**src/rtl/cos_seq_pkg.sv**
```systemverilog
// Shared types and default widths for the cosine-accelerator job sequencer.
package cos_seq_pkg;

    localparam int DEF_XW = 16;
    localparam int DEF_YW = 8;
    localparam int DEF_RW = 16;

    typedef enum logic [1:0] {
        IDLE   = 2'd0,
        LAUNCH = 2'd1,
        WAIT   = 2'd2
    } state_e;

endpackage

```
**src/rtl/cos_job_fifo.sv**
```systemverilog
// Synchronous job FIFO; a pushed entry becomes visible at dout on the following cycle.
module cos_job_fifo #(
    parameter int DEPTH = 4,
    parameter int W     = 24
) (
    input  logic         clk,
    input  logic         rst,
    input  logic         push,
    input  logic         pop,
    input  logic [W-1:0] din,
    output logic [W-1:0] dout,
    output logic         full,
    output logic         empty
);

    localparam int AW = $clog2(DEPTH);

    logic [W-1:0]  mem_q [DEPTH];
    logic [AW-1:0] wr_ptr_q, wr_ptr_d;
    logic [AW-1:0] rd_ptr_q, rd_ptr_d;
    logic [AW:0]   count_q, count_d;
    logic          do_push_s;
    logic          do_pop_s;

    // Pointer and occupancy update; full refuses a push even when a pop happens too.
    always_comb begin
        do_push_s = push && !full;
        do_pop_s  = pop && !empty;
        wr_ptr_d  = wr_ptr_q;
        rd_ptr_d  = rd_ptr_q;
        count_d   = count_q;
        if (do_push_s) begin
            wr_ptr_d = wr_ptr_q + AW'(1);
        end else begin
            wr_ptr_d = wr_ptr_q;
        end
        if (do_pop_s) begin
            rd_ptr_d = rd_ptr_q + AW'(1);
        end else begin
            rd_ptr_d = rd_ptr_q;
        end
        case ({do_push_s, do_pop_s})
            2'b10:   count_d = count_q + (AW+1)'(1);
            2'b01:   count_d = count_q - (AW+1)'(1);
            default: count_d = count_q;
        endcase
    end

    // Control registers.
    always_ff @(posedge clk) begin
        if (rst) begin
            wr_ptr_q <= '0;
            rd_ptr_q <= '0;
            count_q  <= '0;
        end else begin
            wr_ptr_q <= wr_ptr_d;
            rd_ptr_q <= rd_ptr_d;
            count_q  <= count_d;
        end
    end

    // Storage array; contents are don't-care until written.
    always_ff @(posedge clk) begin
        if (do_push_s) begin
            mem_q[wr_ptr_q] <= din;
        end
    end

    assign dout  = mem_q[rd_ptr_q];
    assign full  = (count_q == (AW+1)'(DEPTH));
    assign empty = (count_q == (AW+1)'(0));

endmodule

```
**src/rtl/cos_job_sequencer.sv**
```systemverilog
// Feeds buffered (x, y) jobs to the cosine accelerator one at a time, with a
// timeout watchdog and a tagged valid/ready result register.
module cos_job_sequencer
    import cos_seq_pkg::*;
#(
    parameter int DEPTH   = 4,
    parameter int XW      = DEF_XW,
    parameter int YW      = DEF_YW,
    parameter int RW      = DEF_RW,
    parameter int TAG_W   = 4,
    parameter int TIMEOUT = 1023
) (
    input  logic             clk,
    input  logic             rst,
    input  logic             in_valid,
    output logic             in_ready,
    input  logic [XW-1:0]    in_x,
    input  logic [YW-1:0]    in_y,
    output logic             acc_start,
    output logic [XW-1:0]    acc_x,
    output logic [YW-1:0]    acc_y,
    input  logic             acc_done,
    input  logic [RW-1:0]    acc_result,
    output logic             res_valid,
    input  logic             res_ready,
    output logic [RW-1:0]    res_data,
    output logic [TAG_W-1:0] res_tag,
    output logic             res_err,
    output logic             busy,
    output logic             err_sticky
);

    localparam int          FW        = XW + YW;
    localparam logic [15:0] TIMEOUT_C = 16'(TIMEOUT);

    state_e            state_q, state_d;
    logic [15:0]       wd_q, wd_d;
    logic [TAG_W-1:0]  tag_q, tag_d;
    logic              acc_start_q, acc_start_d;
    logic [XW-1:0]     acc_x_q, acc_x_d;
    logic [YW-1:0]     acc_y_q, acc_y_d;
    logic              res_valid_q, res_valid_d;
    logic [RW-1:0]     res_data_q, res_data_d;
    logic [TAG_W-1:0]  res_tag_q, res_tag_d;
    logic              res_err_q, res_err_d;
    logic              err_sticky_q, err_sticky_d;

    logic              fifo_push_s;
    logic              fifo_pop_s;
    logic              fifo_full_s;
    logic              fifo_empty_s;
    logic [FW-1:0]     fifo_dout_s;

    assign fifo_push_s = in_valid && !fifo_full_s;

    cos_job_fifo #(
        .DEPTH (DEPTH),
        .W     (FW)
    ) u_fifo (
        .clk   (clk),
        .rst   (rst),
        .push  (fifo_push_s),
        .pop   (fifo_pop_s),
        .din   ({in_x, in_y}),
        .dout  (fifo_dout_s),
        .full  (fifo_full_s),
        .empty (fifo_empty_s)
    );

    // Next-state logic for the launch/wait sequencer and the result register.
    always_comb begin
        state_d      = state_q;
        wd_d         = wd_q;
        tag_d        = tag_q;
        acc_start_d  = 1'b0;
        acc_x_d      = acc_x_q;
        acc_y_d      = acc_y_q;
        res_valid_d  = res_valid_q;
        res_data_d   = res_data_q;
        res_tag_d    = res_tag_q;
        res_err_d    = res_err_q;
        err_sticky_d = err_sticky_q;
        fifo_pop_s   = 1'b0;

        if (res_valid_q && res_ready) begin
            res_valid_d = 1'b0;
        end else begin
            res_valid_d = res_valid_q;
        end

        case (state_q)
            IDLE: begin
                // An unconsumed result blocks the next launch so it is never overwritten.
                if (!fifo_empty_s && !res_valid_q) begin
                    fifo_pop_s  = 1'b1;
                    acc_x_d     = fifo_dout_s[FW-1:YW];
                    acc_y_d     = fifo_dout_s[YW-1:0];
                    acc_start_d = 1'b1;
                    state_d     = LAUNCH;
                end else begin
                    state_d = IDLE;
                end
            end
            LAUNCH: begin
                wd_d    = 16'd0;
                state_d = WAIT;
            end
            WAIT: begin
                if (acc_done) begin
                    res_data_d  = acc_result;
                    res_tag_d   = tag_q;
                    res_err_d   = 1'b0;
                    res_valid_d = 1'b1;
                    tag_d       = tag_q + TAG_W'(1);
                    state_d     = IDLE;
                end else if (wd_q == TIMEOUT_C) begin
                    res_data_d   = '0;
                    res_tag_d    = tag_q;
                    res_err_d    = 1'b1;
                    res_valid_d  = 1'b1;
                    err_sticky_d = 1'b1;
                    tag_d        = tag_q + TAG_W'(1);
                    state_d      = IDLE;
                end else begin
                    wd_d    = wd_q + 16'd1;
                    state_d = WAIT;
                end
            end
            default: begin
                state_d = IDLE;
            end
        endcase
    end

    // State and registered outputs; reset also silently drops any job in flight.
    always_ff @(posedge clk) begin
        if (rst) begin
            state_q      <= IDLE;
            wd_q         <= 16'd0;
            tag_q        <= '0;
            acc_start_q  <= 1'b0;
            acc_x_q      <= '0;
            acc_y_q      <= '0;
            res_valid_q  <= 1'b0;
            res_data_q   <= '0;
            res_tag_q    <= '0;
            res_err_q    <= 1'b0;
            err_sticky_q <= 1'b0;
        end else begin
            state_q      <= state_d;
            wd_q         <= wd_d;
            tag_q        <= tag_d;
            acc_start_q  <= acc_start_d;
            acc_x_q      <= acc_x_d;
            acc_y_q      <= acc_y_d;
            res_valid_q  <= res_valid_d;
            res_data_q   <= res_data_d;
            res_tag_q    <= res_tag_d;
            res_err_q    <= res_err_d;
            err_sticky_q <= err_sticky_d;
        end
    end

    assign in_ready   = !fifo_full_s;
    assign acc_start  = acc_start_q;
    assign acc_x      = acc_x_q;
    assign acc_y      = acc_y_q;
    assign res_valid  = res_valid_q;
    assign res_data   = res_data_q;
    assign res_tag    = res_tag_q;
    assign res_err    = res_err_q;
    assign err_sticky = err_sticky_q;
    assign busy       = (state_q != IDLE) || !fifo_empty_s;

endmodule

```
**config.mk**
```make
export PLATFORM = sky130hd
export DESIGN_NAME = cos_job_sequencer
export DESIGN_NICKNAME = d
export VERILOG_FILES = /design/src/rtl/cos_seq_pkg.sv /design/src/rtl/cos_job_fifo.sv /design/src/rtl/cos_job_sequencer.sv
export SDC_FILE = /design/constraint.sdc
export NUM_CORES = 1
export LEC_CHECK = 0
export ABC_CLOCK_PERIOD_IN_PS = 3000
export BUFFER_PORTS_ARGS = -buffer_cell sky130_fd_sc_hd__buf_4
export CAP_MARGIN = 20
export CELL_PAD_IN_SITES_DETAIL_PLACEMENT = 1
export CELL_PAD_IN_SITES_GLOBAL_PLACEMENT = 2
export CORE_ASPECT_RATIO = 0.7
export CORE_MARGIN = 1
export CORE_UTILIZATION = 39
export DETAILED_ROUTE_END_ITERATION = 7
export GPL_ROUTABILITY_DRIVEN = 0
export PLACE_DENSITY = 0.78
export SKIP_CTS_REPAIR_TIMING = 1
export SYNTH_ARGS = -nofsm -noshare
export SYNTH_HDL_FRONTEND = slang
export SYNTH_SLANG_ARGS = --single-unit
```
**constraint.sdc**
```tcl
create_clock -name clk -period 3 [get_ports clk]
set_input_delay 0.6 -clock clk [delete_from_list [all_inputs] [get_ports clk]]
set_output_delay 0.6 -clock clk [all_outputs]
set_load 0.05 [all_outputs]
```
==> impl_metrics.prom, run 1 <==
# TYPE chip_impl_metric gauge
chip_impl_info{name="cp-start-kind",value="flop"} 1
chip_impl_metric{name="cts.htree.levels",unit=""} 4
chip_impl_metric{name="routedWlPerCell",unit="µm"} 18.5
chip_impl_metric{name="worst_setup_hold_path_clk_slew",unit="ns"} 0.06
chip_impl_metric{name="clock_sink_count",unit=""} 173
chip_impl_info{name="critical_path_cell_list",value="or3b_1 -> and2_1 -> inv_1 -> ha_1 -> inv_1 -> fa_1 -> xor2_1 -> or3_1 -> a21oi_1"} 1
chip_impl_metric{name="power.ir.vdd_worst",unit="µV"} 438
chip_impl_metric{name="post_synth_instance_area",unit="µm²"} 6690
chip_impl_metric{name="worst_endpoint_required_time",unit="ns"} 3.35
chip_impl_metric{name="grt_start_max_net_pins",unit=""} 70
chip_impl_metric{name="viasPerCell",unit=""} 5.25
chip_impl_metric{name="timing.critical_path.buf_inv",unit=""} 2
chip_impl_metric{name="clock.fmax",unit="MHz"} 402
chip_impl_metric{name="io_buffer_count",unit=""} 94
chip_impl_info{name="timing_worst_setup_path_type",value="flop to flop"} 1
chip_impl_metric{name="first_pass_iters",unit=""} 4
chip_impl_metric{name="clockBufferDepth",unit=""} 2
chip_impl_metric{name="count_of_cell_types_in_the_netlist",unit=""} 50
chip_impl_metric{name="arrival",unit="ns"} 2.83
chip_impl_metric{name="worst-path-max-fanout",unit=""} 6
chip_impl_metric{name="dp_hpwl",unit="µm"} 9960
chip_impl_metric{name="detailedPlace.worstSlack",unit="ns"} 0.547
chip_impl_metric{name="antennaDiodeCount",unit=""} 0
chip_impl_metric{name="fillers",unit=""} 1684
chip_impl_metric{name="maxSlewViolCount",unit=""} 0
chip_impl_metric{name="die_height",unit="µm"} 112
chip_impl_metric{name="synth.area.mux_share",unit="%"} 8.74
chip_impl_metric{name="antenna_violating_nets_post_route",unit=""} 0
chip_impl_info{name="dominant_combinational_cell_family_by_area_after_synthesis",value="simple AND/OR/NAND/NOR gates"} 1
chip_impl_metric{name="powerDensity",unit="nW/µm²"} 914
chip_impl_metric{name="clock_buffer_count_from_cts",unit=""} 17
chip_impl_metric{name="clk_latency",unit="ns"} 0.43
chip_impl_metric{name="layout_worst_path_cycle_share",unit="%"} 82.9
chip_impl_metric{name="synth_compound_gate_area_share",unit="%"} 8.87
chip_impl_metric{name="grt_antenna_before_repair",unit=""} 0
chip_impl_info{name="synthDominantAreaCellType",value="sky130_fd_sc_hd__edfxtp_1"} 1
chip_impl_metric{name="die_width",unit="µm"} 158
chip_impl_info{name="worstSetupEndpointType",value="flop"} 1
chip_impl_metric{name="initial_utilization",unit="%"} 40.4
chip_impl_metric{name="rows",unit=""} 39
chip_impl_metric{name="setup-violations-final",unit=""} 0
chip_impl_metric{name="total_leakage_power",unit="nW"} 2.93
chip_impl_metric{name="crit_path_max_incr_delay",unit="ns"} 0.49
chip_impl_info{name="unrepaired_setup_endpoints_after_global_routing",value="false"} 1
chip_impl_metric{name="timing_hold_violations_final",unit=""} 0
chip_impl_metric{name="final_net_count",unit=""} 642
chip_impl_metric{name="grt.overflow.total",unit=""} 0
chip_impl_metric{name="synth_fa_ha_area_share",unit="%"} 1.61
chip_impl_metric{name="drt-initial-drc-count",unit=""} 218
chip_impl_metric{name="grt_pass1_wl",unit="µm"} 24400
chip_impl_metric{name="syn2layout_area_growth",unit="%"} 22.8
chip_impl_metric{name="first_global_vias",unit=""} 4486
chip_impl_metric{name="synth_cells",unit=""} 493
chip_impl_info{name="tritoncts_clock_tree",value="yes"} 1
chip_impl_info{name="run_status",value="finished clean"} 1
chip_impl_metric{name="detail_route.wirelength",unit="µm"} 15300
chip_impl_metric{name="ys_seq_elements",unit=""} 173
chip_impl_metric{name="layout_setup_ws",unit="ns"} 0.513
chip_impl_metric{name="drc",unit=""} 0
chip_impl_info{name="cts.root.buffer_cell",value="sky130_fd_sc_hd__clkbuf_16"} 1
chip_impl_metric{name="slew-limit-headroom",unit="%"} 46.8
chip_impl_info{name="cp_slowest_cell",value="sky130_fd_sc_hd__or3b_1"} 1
chip_impl_metric{name="coreArea",unit="µm²"} 16500
chip_impl_metric{name="clock_skew",unit="ns"} 0.00736
chip_impl_info{name="synthTopCellsByArea",value="sky130_fd_sc_hd__edfxtp_1 43%, sky130_fd_sc_hd__dfxtp_1 23%, sky130_fd_sc_hd__mux4_2 8.1%"} 1
chip_impl_metric{name="mappedNetlistNets",unit=""} 546
chip_impl_info{name="hold_path_class",value="primary input to flop"} 1
chip_impl_metric{name="final_period_minus_worst_setup_slack",unit="ns"} 2.49
chip_impl_metric{name="synth_largest_type_area_fraction",unit="%"} 43.1
chip_impl_metric{name="fin_setup_tns",unit="ns"} 0
chip_impl_info{name="synth_top_flop_cell",value="sky130_fd_sc_hd__edfxtp_1"} 1
chip_impl_metric{name="postSynth.asyncResetShare",unit="%"} 0
chip_impl_metric{name="synth_enable_flop_cells",unit=""} 96
chip_impl_metric{name="synth-xor-area-share",unit="%"} 0.655
chip_impl_metric{name="worst_pin_slew",unit="ns"} 0.797
chip_impl_metric{name="ys_seq_area_share",unit="%"} 66.2
chip_impl_metric{name="via_count",unit=""} 4344
chip_impl_info{name="critical_path.most_common_cell",value="sky130_fd_sc_hd__inv_1"} 1
chip_impl_metric{name="drive_gt1_share",unit="%"} 28.4
chip_impl_info{name="critPathTopFamily",value="simple AND/OR/NAND/NOR gates"} 1
chip_impl_metric{name="synth_simple_gate_area_share",unit="%"} 11.3
chip_impl_metric{name="synthesis.yosys.warnings",unit=""} 0
chip_impl_metric{name="i_o_pins",unit=""} 95
chip_impl_metric{name="cap_viol_max_count",unit=""} 0
chip_impl_metric{name="die_area",unit="µm²"} 17700
chip_impl_metric{name="syn_area_per_cell",unit="µm²"} 13.6
chip_impl_metric{name="grt.total_usage",unit="%"} 18.5
-- final cells by class --
type	count	area (µm²)	share of cell area, %
Inverter	10	37.5	0.457
Clock buffer	21	440	5.36
Tap cell	225	282	3.43
Clock inverter	11	144	1.75
Timing Repair Buffer	106	796	9.69
Multi-Input combinational cell	281	2090	25.4
Sequential cell	173	4430	53.9
-- kinds of logic (layout without fill, tap and decap cells) --
logic type | Yosys count | count (layout)
AOI/OAI and AO/OA | 94 | 94
buffers and inverters | 39 | 148
adders and majority gates | 8 | 8
DFF | 173 | 173
muxes | 28 | 28
xor gates and xnor gates | 5 | 5
and+or+nand+nor | 146 | 146
-- power by group --
part           leakage, nW  total, W  switching (W)  internal, W
clock                0.275   0.00220       0.000890      0.00131
sequential            1.51   0.00305       0.000203      0.00285
combinational         1.15   0.00226        0.00150     0.000756
-- routing by layer --
| layer | routed length [µm] | share of wire, % | vias up | GRT usage (%) |
|---|---|---|---|---|
| met5 | 0 | 0 | - | 0 |
| met4 | 209 | 1.4 | 0 | 6.60 |
| met3 | 614 | 4.0 | 16 | 5.14 |
| met2 | 7150 | 47 | 87 | 28.8 |
| met1 | 7300 | 48 | 2200 | 24.8 |
| li1 | - | - | 2041 | - |
-- cell usage after synthesis, drive strengths merged (2+ instances only) --
library cell / n
edfxtp: 96
and2: 3
inv: 10
buf: 14
nor2b: 3
mux2: 3
a21oi: 48
nand3: 15
nand4: 7
dfxtp: 77
and4: 4
nor3: 5
or3: 8
nor2: 16
ha: 7
or2: 2
o31ai: 2
o21ai: 13
or4: 6
nor3b: 4
xnor2: 3
o311ai: 2
and3: 6
o211ai: 6
xor2: 2
a22o: 16
nor4: 2
nand2: 59
nand2b: 3
mux4: 24
clkbuf: 15
-- cells in the final DEF, fill, tap and decap left out, types with 3 or more instances in the layout --
| cell type | n |
|---|---|
| sky130_fd_sc_hd__a21oi_1 | 47 |
| sky130_fd_sc_hd__a22o_1 | 16 |
| sky130_fd_sc_hd__and2_1 | 3 |
| sky130_fd_sc_hd__and3_1 | 6 |
| sky130_fd_sc_hd__and4_1 | 3 |
| sky130_fd_sc_hd__buf_4 | 106 |
| sky130_fd_sc_hd__bufinv_16 | 3 |
| sky130_fd_sc_hd__clkbuf_1 | 4 |
| sky130_fd_sc_hd__clkbuf_16 | 17 |
| sky130_fd_sc_hd__clkinvlp_4 | 3 |
| sky130_fd_sc_hd__dfxtp_1 | 76 |
| sky130_fd_sc_hd__edfxtp_1 | 96 |
| sky130_fd_sc_hd__ha_1 | 7 |
| sky130_fd_sc_hd__inv_1 | 9 |
| sky130_fd_sc_hd__mux2_2 | 3 |
| sky130_fd_sc_hd__mux4_2 | 24 |
| sky130_fd_sc_hd__nand2_1 | 59 |
| sky130_fd_sc_hd__nand2b_1 | 3 |
| sky130_fd_sc_hd__nand3_1 | 15 |
| sky130_fd_sc_hd__nand4_1 | 7 |
| sky130_fd_sc_hd__nor2_1 | 16 |
| sky130_fd_sc_hd__nor2b_1 | 3 |
| sky130_fd_sc_hd__nor3_1 | 5 |
| sky130_fd_sc_hd__nor3b_1 | 3 |
| sky130_fd_sc_hd__o211ai_1 | 6 |
| sky130_fd_sc_hd__o21ai_0 | 13 |
| sky130_fd_sc_hd__or3_1 | 8 |
| sky130_fd_sc_hd__or4_1 | 6 |
| sky130_fd_sc_hd__xnor2_1 | 3 |
-- metrics by stage --
stage                     hold slack [ns]  util, %  area [µm²]  instances  total power (W)
after CTS                           0.349     49.6        8210        827          0.00760
after floorplan                     0.439        -        6690        493          0.00463
final                               0.371     49.6        8210        827          0.00751
after global routing                0.344     49.6        8210        827          0.00786
after global placement              0.443     46.1        7630        795          0.00532
after detailed placement            0.450     46.1        7630        795          0.00540
-- flip-flops by register name, indices dropped and copies added (netlist names) --
signal / count
state_q: 2
u_fifo.rd_ptr_q: 2
u_fifo.mem_q: 96
acc_start: 1
acc_y: 8
res_tag: 4
acc_x: 16
res_data: 16
wd_q: 16
err_sticky: 1
tag_q: 4
res_err: 1
u_fifo.wr_ptr_q: 2
res_valid: 1
u_fifo.count_q: 3
-- worst paths after layout --
check | endpoint | slack [ns] | cells past startpoint | start
hold / removal | u_fifo.mem_q[2][7]$_DFFE_PP_ | 0.37 | 1 | in_y[7]
hold reg to reg | acc_y[7]$_SDFFE_PP0N_ | 0.45 | 2 | acc_y[7]$_SDFFE_PP0N_
setup / recovery | u_fifo.count_q[2]$_SDFFE_PP0P_ | 0.51 | 9 | u_fifo.count_q[0]$_SDFFE_PP0P_
setup reg to reg | u_fifo.count_q[2]$_SDFFE_PP0P_ | 0.51 | 9 | u_fifo.count_q[0]$_SDFFE_PP0P_
Power figures use the tool's default switching activity.
==> run 2, diff against run 1 <==
--- a/config.mk
+++ b/config.mk
@@ -5,17 +5,17 @@
 export SDC_FILE = /design/constraint.sdc
 export NUM_CORES = 1
 export LEC_CHECK = 0
-export ABC_CLOCK_PERIOD_IN_PS = 3000
+export ABC_CLOCK_PERIOD_IN_PS = 2190
 export BUFFER_PORTS_ARGS = -buffer_cell sky130_fd_sc_hd__buf_4
 export CAP_MARGIN = 20
 export CELL_PAD_IN_SITES_DETAIL_PLACEMENT = 1
 export CELL_PAD_IN_SITES_GLOBAL_PLACEMENT = 2
 export CORE_ASPECT_RATIO = 0.7
 export CORE_MARGIN = 1
-export CORE_UTILIZATION = 39
+export CORE_UTILIZATION = 35
 export DETAILED_ROUTE_END_ITERATION = 7
 export GPL_ROUTABILITY_DRIVEN = 0
-export PLACE_DENSITY = 0.78
+export PLACE_DENSITY = 0.74
 export SKIP_CTS_REPAIR_TIMING = 1
 export SYNTH_ARGS = -nofsm -noshare
 export SYNTH_HDL_FRONTEND = slang
==> constraint.sdc (replaced) <==
create_clock -name clk -period 2.19 [get_ports clk]
set_input_delay 0.438 -clock clk [delete_from_list [all_inputs] [get_ports clk]]
set_output_delay 0.438 -clock clk [all_outputs]
set_load 0.05 [all_outputs]
==> impl_metrics.prom, run 2 (synthesis results as in run 1) <==
# TYPE chip_impl_metric gauge
chip_impl_metric{name="routedWlPerCell",unit="µm"} 19.0
chip_impl_metric{name="worst_setup_hold_path_clk_slew",unit="ns"} 0.07
chip_impl_info{name="cts.root.buffer_cell",value="sky130_fd_sc_hd__clkbuf_16"} 1
chip_impl_metric{name="layout_worst_path_cycle_share",unit="%"} 99.4
chip_impl_metric{name="coreArea",unit="µm²"} 18400
chip_impl_metric{name="i_o_pins",unit=""} 95
chip_impl_metric{name="first_pass_iters",unit=""} 4
chip_impl_metric{name="clock.fmax",unit="MHz"} 459
chip_impl_metric{name="wl_met3",unit="µm"} 469
chip_impl_metric{name="layout_setup_ws",unit="ns"} 0.0136
chip_impl_metric{name="initial_utilization",unit="%"} 36.4
chip_impl_metric{name="drt-initial-drc-count",unit=""} 218
chip_impl_metric{name="cap_viol_max_count",unit=""} 0
chip_impl_metric{name="worst_endpoint_required_time",unit="ns"} 2.54
chip_impl_metric{name="die_width",unit="µm"} 167
chip_impl_info{name="timing_worst_setup_path_type",value="flop to flop"} 1
chip_impl_metric{name="hold-worst-slack",unit="ns"} 0.204
chip_impl_metric{name="crit_path_max_incr_delay",unit="ns"} 0.40
chip_impl_metric{name="drc",unit=""} 0
chip_impl_metric{name="antenna_violating_nets_post_route",unit=""} 0
chip_impl_metric{name="worst_pin_slew",unit="ns"} 0.596
chip_impl_metric{name="postLayoutCellArea",unit="µm²"} 8450
chip_impl_metric{name="max_reg_flops",unit=""} 96
chip_impl_metric{name="powerDensity",unit="nW/µm²"} 1280
chip_impl_metric{name="grt.total_usage",unit="%"} 17.2
chip_impl_metric{name="arrival",unit="ns"} 2.53
chip_impl_metric{name="die_height",unit="µm"} 118
chip_impl_metric{name="final_net_count",unit=""} 655
chip_impl_metric{name="timing_hold_violations_final",unit=""} 0
chip_impl_info{name="tritoncts_clock_tree",value="yes"} 1
chip_impl_info{name="top_signal_layer_used",value="met4"} 1
chip_impl_info{name="cp_slowest_cell",value="sky130_fd_sc_hd__or3b_4"} 1
chip_impl_info{name="hold_path_class",value="primary input to flop"} 1
chip_impl_metric{name="viasPerCell",unit=""} 5.23
chip_impl_metric{name="grt.overflow.total",unit=""} 0
chip_impl_metric{name="setup-violations-final",unit=""} 0
chip_impl_metric{name="io_buffer_count",unit=""} 94
chip_impl_metric{name="cts.htree.levels",unit=""} 4
chip_impl_info{name="final_cell_mix",value="117 x sky130_fd_sc_hd__buf_4, 96 x sky130_fd_sc_hd__edfxtp_1, 73 x sky130_fd_sc_hd__dfxtp_1, 59 x sky130_fd_sc_hd__nand2_1, 47 x sky130_fd_sc_hd__a21oi_1"} 1
chip_impl_info{name="final_common_cell",value="sky130_fd_sc_hd__buf_4"} 1
chip_impl_metric{name="total_leakage_power",unit="nW"} 3.04
chip_impl_info{name="cp-start-kind",value="flop"} 1
chip_impl_info{name="worstSetupEndpointType",value="flop"} 1
chip_impl_metric{name="detail_route.wirelength",unit="µm"} 16200
chip_impl_metric{name="syn2layout_area_growth",unit="%"} 26.4
chip_impl_metric{name="maxSlewViolCount",unit=""} 0
chip_impl_metric{name="fin_setup_tns",unit="ns"} 0
chip_impl_metric{name="first_global_vias",unit=""} 4601
chip_impl_metric{name="worst-path-max-fanout",unit=""} 4
chip_impl_metric{name="wl_met1",unit="µm"} 7540
chip_impl_metric{name="drive_gt1_share",unit="%"} 32.4
chip_impl_metric{name="detailedPlace.worstSlack",unit="ns"} -0.0424
chip_impl_metric{name="final_period_minus_worst_setup_slack",unit="ns"} 2.18
chip_impl_info{name="top_register",value="u_fifo.mem_q"} 1
chip_impl_metric{name="clock_skew",unit="ns"} 0.0131
chip_impl_metric{name="grt_antenna_before_repair",unit=""} 0
chip_impl_metric{name="antennaDiodeCount",unit=""} 0
chip_impl_metric{name="clock_sink_count",unit=""} 173
chip_impl_metric{name="die_area",unit="µm²"} 19700
chip_impl_metric{name="fillers",unit=""} 1907
chip_impl_metric{name="routed-wl-met2",unit="µm"} 8000
chip_impl_info{name="run_status",value="finished clean"} 1
chip_impl_metric{name="dp_hpwl",unit="µm"} 10700
chip_impl_info{name="critical_path.most_common_cell",value="sky130_fd_sc_hd__inv_2"} 1
chip_impl_metric{name="postPlaceCellArea",unit="µm²"} 7780
chip_impl_info{name="unrepaired_setup_endpoints_after_global_routing",value="true"} 1
chip_impl_metric{name="clk_latency",unit="ns"} 0.43
chip_impl_metric{name="grt_start_max_net_pins",unit=""} 50
chip_impl_metric{name="rows",unit=""} 41
chip_impl_metric{name="reg2reg_slack",unit="ns"} 0.01
chip_impl_info{name="critical_path_cell_list",value="or3b_4 -> and2_1 -> inv_2 -> ha_4 -> inv_2 -> fa_2 -> xor2_1 -> or3_1 -> a21oi_1"} 1
chip_impl_metric{name="power.ir.vdd_worst",unit="µV"} 686
chip_impl_metric{name="grt_pass1_wl",unit="µm"} 25800
chip_impl_metric{name="report.power.total",unit="W"} 0.0108
chip_impl_metric{name="slew-limit-headroom",unit="%"} 60.2
chip_impl_metric{name="via_count",unit=""} 4447
chip_impl_metric{name="clockBufferDepth",unit=""} 2
chip_impl_metric{name="clock_buffer_count_from_cts",unit=""} 17
-- run 2: cell count changes in the layout (fill, tap and decap cells not counted), sizes merged --
cell / before / now
buf: 106 / 119
inv: 11 / 19
clkbuf: 21 / 17
clkinvlp: 3 / 0
clkinv: 4 / 3
-- run 2: stage by stage --
step | cells | util, %
after detailed placement | 818 | 42.4
after global routing | 851 | 46.0
after floorplan | 493 | -
after global placement | 818 | 42.4
after CTS | 850 | 45.9
final | 851 | 46.0
-- run 2: path summary, 6_finish.rpt --
| kind | start | end | cells after the start |
|---|---|---|---|
| hold / removal | in_x[8] | u_fifo.mem_q[2][16]$_DFFE_PP_ | 1 |
| hold reg to reg | acc_x[0]$_SDFFE_PP0N_ | acc_x[0]$_SDFFE_PP0N_ | 2 |
| setup / recovery | u_fifo.count_q[0]$_SDFFE_PP0P_ | u_fifo.count_q[2]$_SDFFE_PP0P_ | 9 |
| setup reg to reg | u_fifo.count_q[0]$_SDFFE_PP0P_ | u_fifo.count_q[2]$_SDFFE_PP0P_ | 9 |
-- run 2: layout make-up --
class / count / area [µm²] / share of cell area [%]
sequential: 173 / 4430 / 52.5
multi-input combinational: 281 / 2120 / 25.1
timing repair buffer: 119 / 918 / 10.9
clock buffer: 17 / 425 / 5.04
tap: 236 / 295 / 3.50
clock inverter: 15 / 218 / 2.58
inverter: 10 / 42.5 / 0.504
-- run 2: metal layers --
metal	GRT usage [%]	vias up
met5	0	-
met4	4.64	0
met3	4.74	14
met2	28.4	61
met1	22.3	2303
li1	-	2069
-- run 2: where the power goes --
group | internal (W) | total (W) | switching [W]
Sequential | 0.00390 | 0.00417 | 0.000263
Clock | 0.00186 | 0.00329 | 0.00142
Combinational | 0.00119 | 0.00333 | 0.00214
Total | 0.00696 | 0.0108 | 0.00383
-- run 2: worst max-delay path: cells and delay by family, from the launching register on --
kind / cells / cell delay, ns
flip-flops: 1 / 0.34
AND/OR/NAND/NOR: 3 / 0.90
XOR/XNOR: 1 / 0.16
AO/OA/AOI/OAI: 1 / 0.12
buffers and inverters: 2 / 0.12
adder cells (fa/ha/maj): 2 / 0.48
==> run 3, diff against run 2 <==
--- a/config.mk
+++ b/config.mk
@@ -9,13 +9,13 @@
 export BUFFER_PORTS_ARGS = -buffer_cell sky130_fd_sc_hd__buf_4
 export CAP_MARGIN = 20
 export CELL_PAD_IN_SITES_DETAIL_PLACEMENT = 1
-export CELL_PAD_IN_SITES_GLOBAL_PLACEMENT = 2
+export CELL_PAD_IN_SITES_GLOBAL_PLACEMENT = 1
 export CORE_ASPECT_RATIO = 0.7
 export CORE_MARGIN = 1
-export CORE_UTILIZATION = 35
+export CORE_UTILIZATION = 42
 export DETAILED_ROUTE_END_ITERATION = 7
 export GPL_ROUTABILITY_DRIVEN = 0
-export PLACE_DENSITY = 0.74
+export PLACE_DENSITY = 0.75
 export SKIP_CTS_REPAIR_TIMING = 1
 export SYNTH_ARGS = -nofsm -noshare
 export SYNTH_HDL_FRONTEND = slang
==> impl_metrics.prom, run 3 (synthesis results as in run 1) <==
# TYPE chip_impl_metric gauge
chip_impl_metric{name="setup-violations-final",unit=""} 0
chip_impl_info{name="top_register",value="u_fifo.mem_q"} 1
chip_impl_metric{name="i_o_pins",unit=""} 95
chip_impl_metric{name="coreArea",unit="µm²"} 15500
chip_impl_metric{name="die_height",unit="µm"} 108
chip_impl_metric{name="register_area",unit="µm²"} 4430
chip_impl_info{name="unrepaired_setup_endpoints_after_global_routing",value="true"} 1
chip_impl_info{name="timing_worst_setup_path_type",value="flop to flop"} 1
chip_impl_info{name="worstSetupEndpointType",value="flop"} 1
chip_impl_metric{name="first_global_vias",unit=""} 4602
chip_impl_info{name="run_status",value="finished, violations left"} 1
chip_impl_metric{name="die_area",unit="µm²"} 16400
chip_impl_metric{name="maxSlewViolCount",unit=""} 0
chip_impl_metric{name="first_pass_iters",unit=""} 6
chip_impl_metric{name="final_non_filler_cells",unit=""} 813
chip_impl_metric{name="clock_sink_count",unit=""} 173
chip_impl_metric{name="initial_utilization",unit="%"} 43.1
chip_impl_metric{name="grt_start_max_net_pins",unit=""} 31
chip_impl_metric{name="worst_pin_slew",unit="ns"} 0.499
chip_impl_metric{name="final_period_minus_worst_setup_slack",unit="ns"} 2.15
chip_impl_info{name="cp-start-kind",value="flop"} 1
chip_impl_metric{name="p_seq_share",unit="%"} 40.3
chip_impl_metric{name="report.power.total",unit="W"} 0.0102
chip_impl_metric{name="layout_worst_path_cycle_share",unit="%"} 98.1
chip_impl_metric{name="clock_buffer_count_from_cts",unit=""} 17
chip_impl_metric{name="total_leakage_power",unit="nW"} 2.98
chip_impl_metric{name="cts.htree.levels",unit=""} 4
chip_impl_metric{name="p_int",unit="W"} 0.00665
chip_impl_info{name="cts.root.buffer_cell",value="sky130_fd_sc_hd__clkbuf_16"} 1
chip_impl_metric{name="power.ir.vdd_worst",unit="µV"} 765
chip_impl_info{name="final_common_cell",value="sky130_fd_sc_hd__buf_4"} 1
chip_impl_metric{name="powerDensity",unit="nW/µm²"} 1240
chip_impl_metric{name="multi_input_area",unit="µm²"} 2130
chip_impl_metric{name="die_width",unit="µm"} 153
chip_impl_metric{name="dp_hpwl",unit="µm"} 10100
chip_impl_info{name="source_of_the_critical_timing_path",value="u_fifo.count_q[0]$_SDFFE_PP0P_"} 1
chip_impl_metric{name="timing_hold_violations_final",unit=""} 0
chip_impl_metric{name="net_sw_power",unit="W"} 0.00359
chip_impl_metric{name="clock.fmax",unit="MHz"} 465
chip_impl_metric{name="arrival",unit="ns"} 2.50
chip_impl_metric{name="drive_gt1_share",unit="%"} 31.6
chip_impl_metric{name="drt-initial-drc-count",unit=""} 241
chip_impl_metric{name="io_buffer_count",unit=""} 94
chip_impl_metric{name="fillers",unit=""} 1576
chip_impl_info{name="violated_checks",value="design-rule violations"} 1
chip_impl_metric{name="switching_fraction",unit="%"} 35.1
chip_impl_info{name="tritoncts_clock_tree",value="yes"} 1
chip_impl_metric{name="clkPwrFrac",unit="%"} 27.2
chip_impl_metric{name="via_count",unit=""} 4433
chip_impl_metric{name="hold-worst-slack",unit="ns"} 0.213
chip_impl_info{name="min_from",value="in_x[2]"} 1
chip_impl_metric{name="routedWlPerCell",unit="µm"} 19.3
chip_impl_metric{name="clockBufferDepth",unit=""} 2
chip_impl_metric{name="grt.overflow.total",unit=""} 0
chip_impl_metric{name="detail_route.wirelength",unit="µm"} 15700
chip_impl_metric{name="clk_latency",unit="ns"} 0.43
chip_impl_metric{name="drc",unit=""} 3
chip_impl_metric{name="detailedPlace.worstSlack",unit="ns"} -0.0951
chip_impl_metric{name="final_net_count",unit=""} 653
chip_impl_metric{name="slew-limit-headroom",unit="%"} 66.7
chip_impl_metric{name="rows",unit=""} 38
chip_impl_info{name="r2r_start",value="u_fifo.count_q[0]$_SDFFE_PP0P_"} 1
chip_impl_metric{name="cap_viol_max_count",unit=""} 0
chip_impl_info{name="final_cell_mix",value="117 x sky130_fd_sc_hd__buf_4, 96 x sky130_fd_sc_hd__edfxtp_1, 72 x sky130_fd_sc_hd__dfxtp_1, 59 x sky130_fd_sc_hd__nand2_1, 47 x sky130_fd_sc_hd__a21oi_1"} 1
chip_impl_metric{name="layout_setup_ws",unit="ns"} 0.0412
chip_impl_metric{name="syn2layout_area_growth",unit="%"} 23.8
chip_impl_metric{name="worst-path-max-fanout",unit=""} 4
chip_impl_metric{name="dp_cells",unit=""} 781
chip_impl_metric{name="grt_pass1_wl",unit="µm"} 24700
chip_impl_metric{name="antenna_violating_nets_post_route",unit=""} 0
chip_impl_metric{name="power.combinational.fraction",unit="%"} 32.5
chip_impl_metric{name="worst_setup_hold_path_clk_slew",unit="ns"} 0.06
chip_impl_metric{name="grt_antenna_before_repair",unit=""} 0
chip_impl_metric{name="antennaDiodeCount",unit=""} 0
chip_impl_metric{name="viasPerCell",unit=""} 5.45
chip_impl_metric{name="worst_endpoint_required_time",unit="ns"} 2.54
chip_impl_metric{name="clock_skew",unit="ns"} 0.00722
chip_impl_info{name="hold_path_class",value="primary input to flop"} 1
chip_impl_metric{name="grt.total_usage",unit="%"} 19.9
chip_impl_metric{name="max_reg_flops",unit=""} 96
[run 3: area by class of cell]
class	instances	area share, %
clock buffer	20	5.40
clock inverter	12	1.18
inverter	10	0.514
multi-input combinational	281	25.7
sequential	173	53.6
tap	200	3.02
timing repair buffer	117	10.6
[run 3: path summary, 6_finish.rpt]
kind | end | slack, ns | depth (start not counted)
worst min-delay path | u_fifo.mem_q[3][10]$_DFFE_PP_ | 0.21 | 1
worst max register to register | u_fifo.count_q[2]$_SDFFE_PP0P_ | 0.04 | 9
worst max-delay path | u_fifo.count_q[2]$_SDFFE_PP0P_ | 0.04 | 9
worst min register to register | acc_x[9]$_SDFFE_PP0N_ | 0.46 | 2
[run 3: metal layers]
layer	vias up	global-route usage [%]	routed length (µm)
met3	15	5.15	595
met1	2265	26.0	7120
met2	76	33.0	7810
met4	0	5.77	144
li1	2077	-	-
met5	-	0	0
[run 3: critical path: stages (launching register included)]
cell and delay (ns):
sky130_fd_sc_hd__dfxtp_2 0.34, sky130_fd_sc_hd__or3b_4 0.40, sky130_fd_sc_hd__and2_4 0.17, sky130_fd_sc_hd__inv_2 0.07, sky130_fd_sc_hd__ha_4 0.13, sky130_fd_sc_hd__inv_2 0.03, sky130_fd_sc_hd__fa_2 0.34, sky130_fd_sc_hd__xor2_1 0.16
sky130_fd_sc_hd__or3_1 0.32, sky130_fd_sc_hd__a21oi_1 0.12
[run 3: metrics by stage]
| stage | instance area, µm² | utilization, % | setup TNS (ns) |
|---|---|---|---|
| floorplan | 6730 | - | -0.155 |
| global placement | 7700 | 49.7 | 0 |
| detailed placement | 7700 | 49.7 | -0.0951 |
| CTS | 8250 | 53.2 | -0.0600 |
| global route | 8280 | 53.4 | -0.0520 |
| finish | 8280 | 53.4 | 0 |
[run 3: power by group through the flow]
stage | logic, W | registers (W) | clock network (W)
finish | 0.00333 | 0.00413 | 0.00278
global route | 0.00358 | 0.00418 | 0.00298
detailed placement | 0.00334 | 0.00419 | 0
CTS | 0.00335 | 0.00413 | 0.00284
global placement | 0.00323 | 0.00415 | 0
floorplan | 0.00157 | 0.00489 | 0
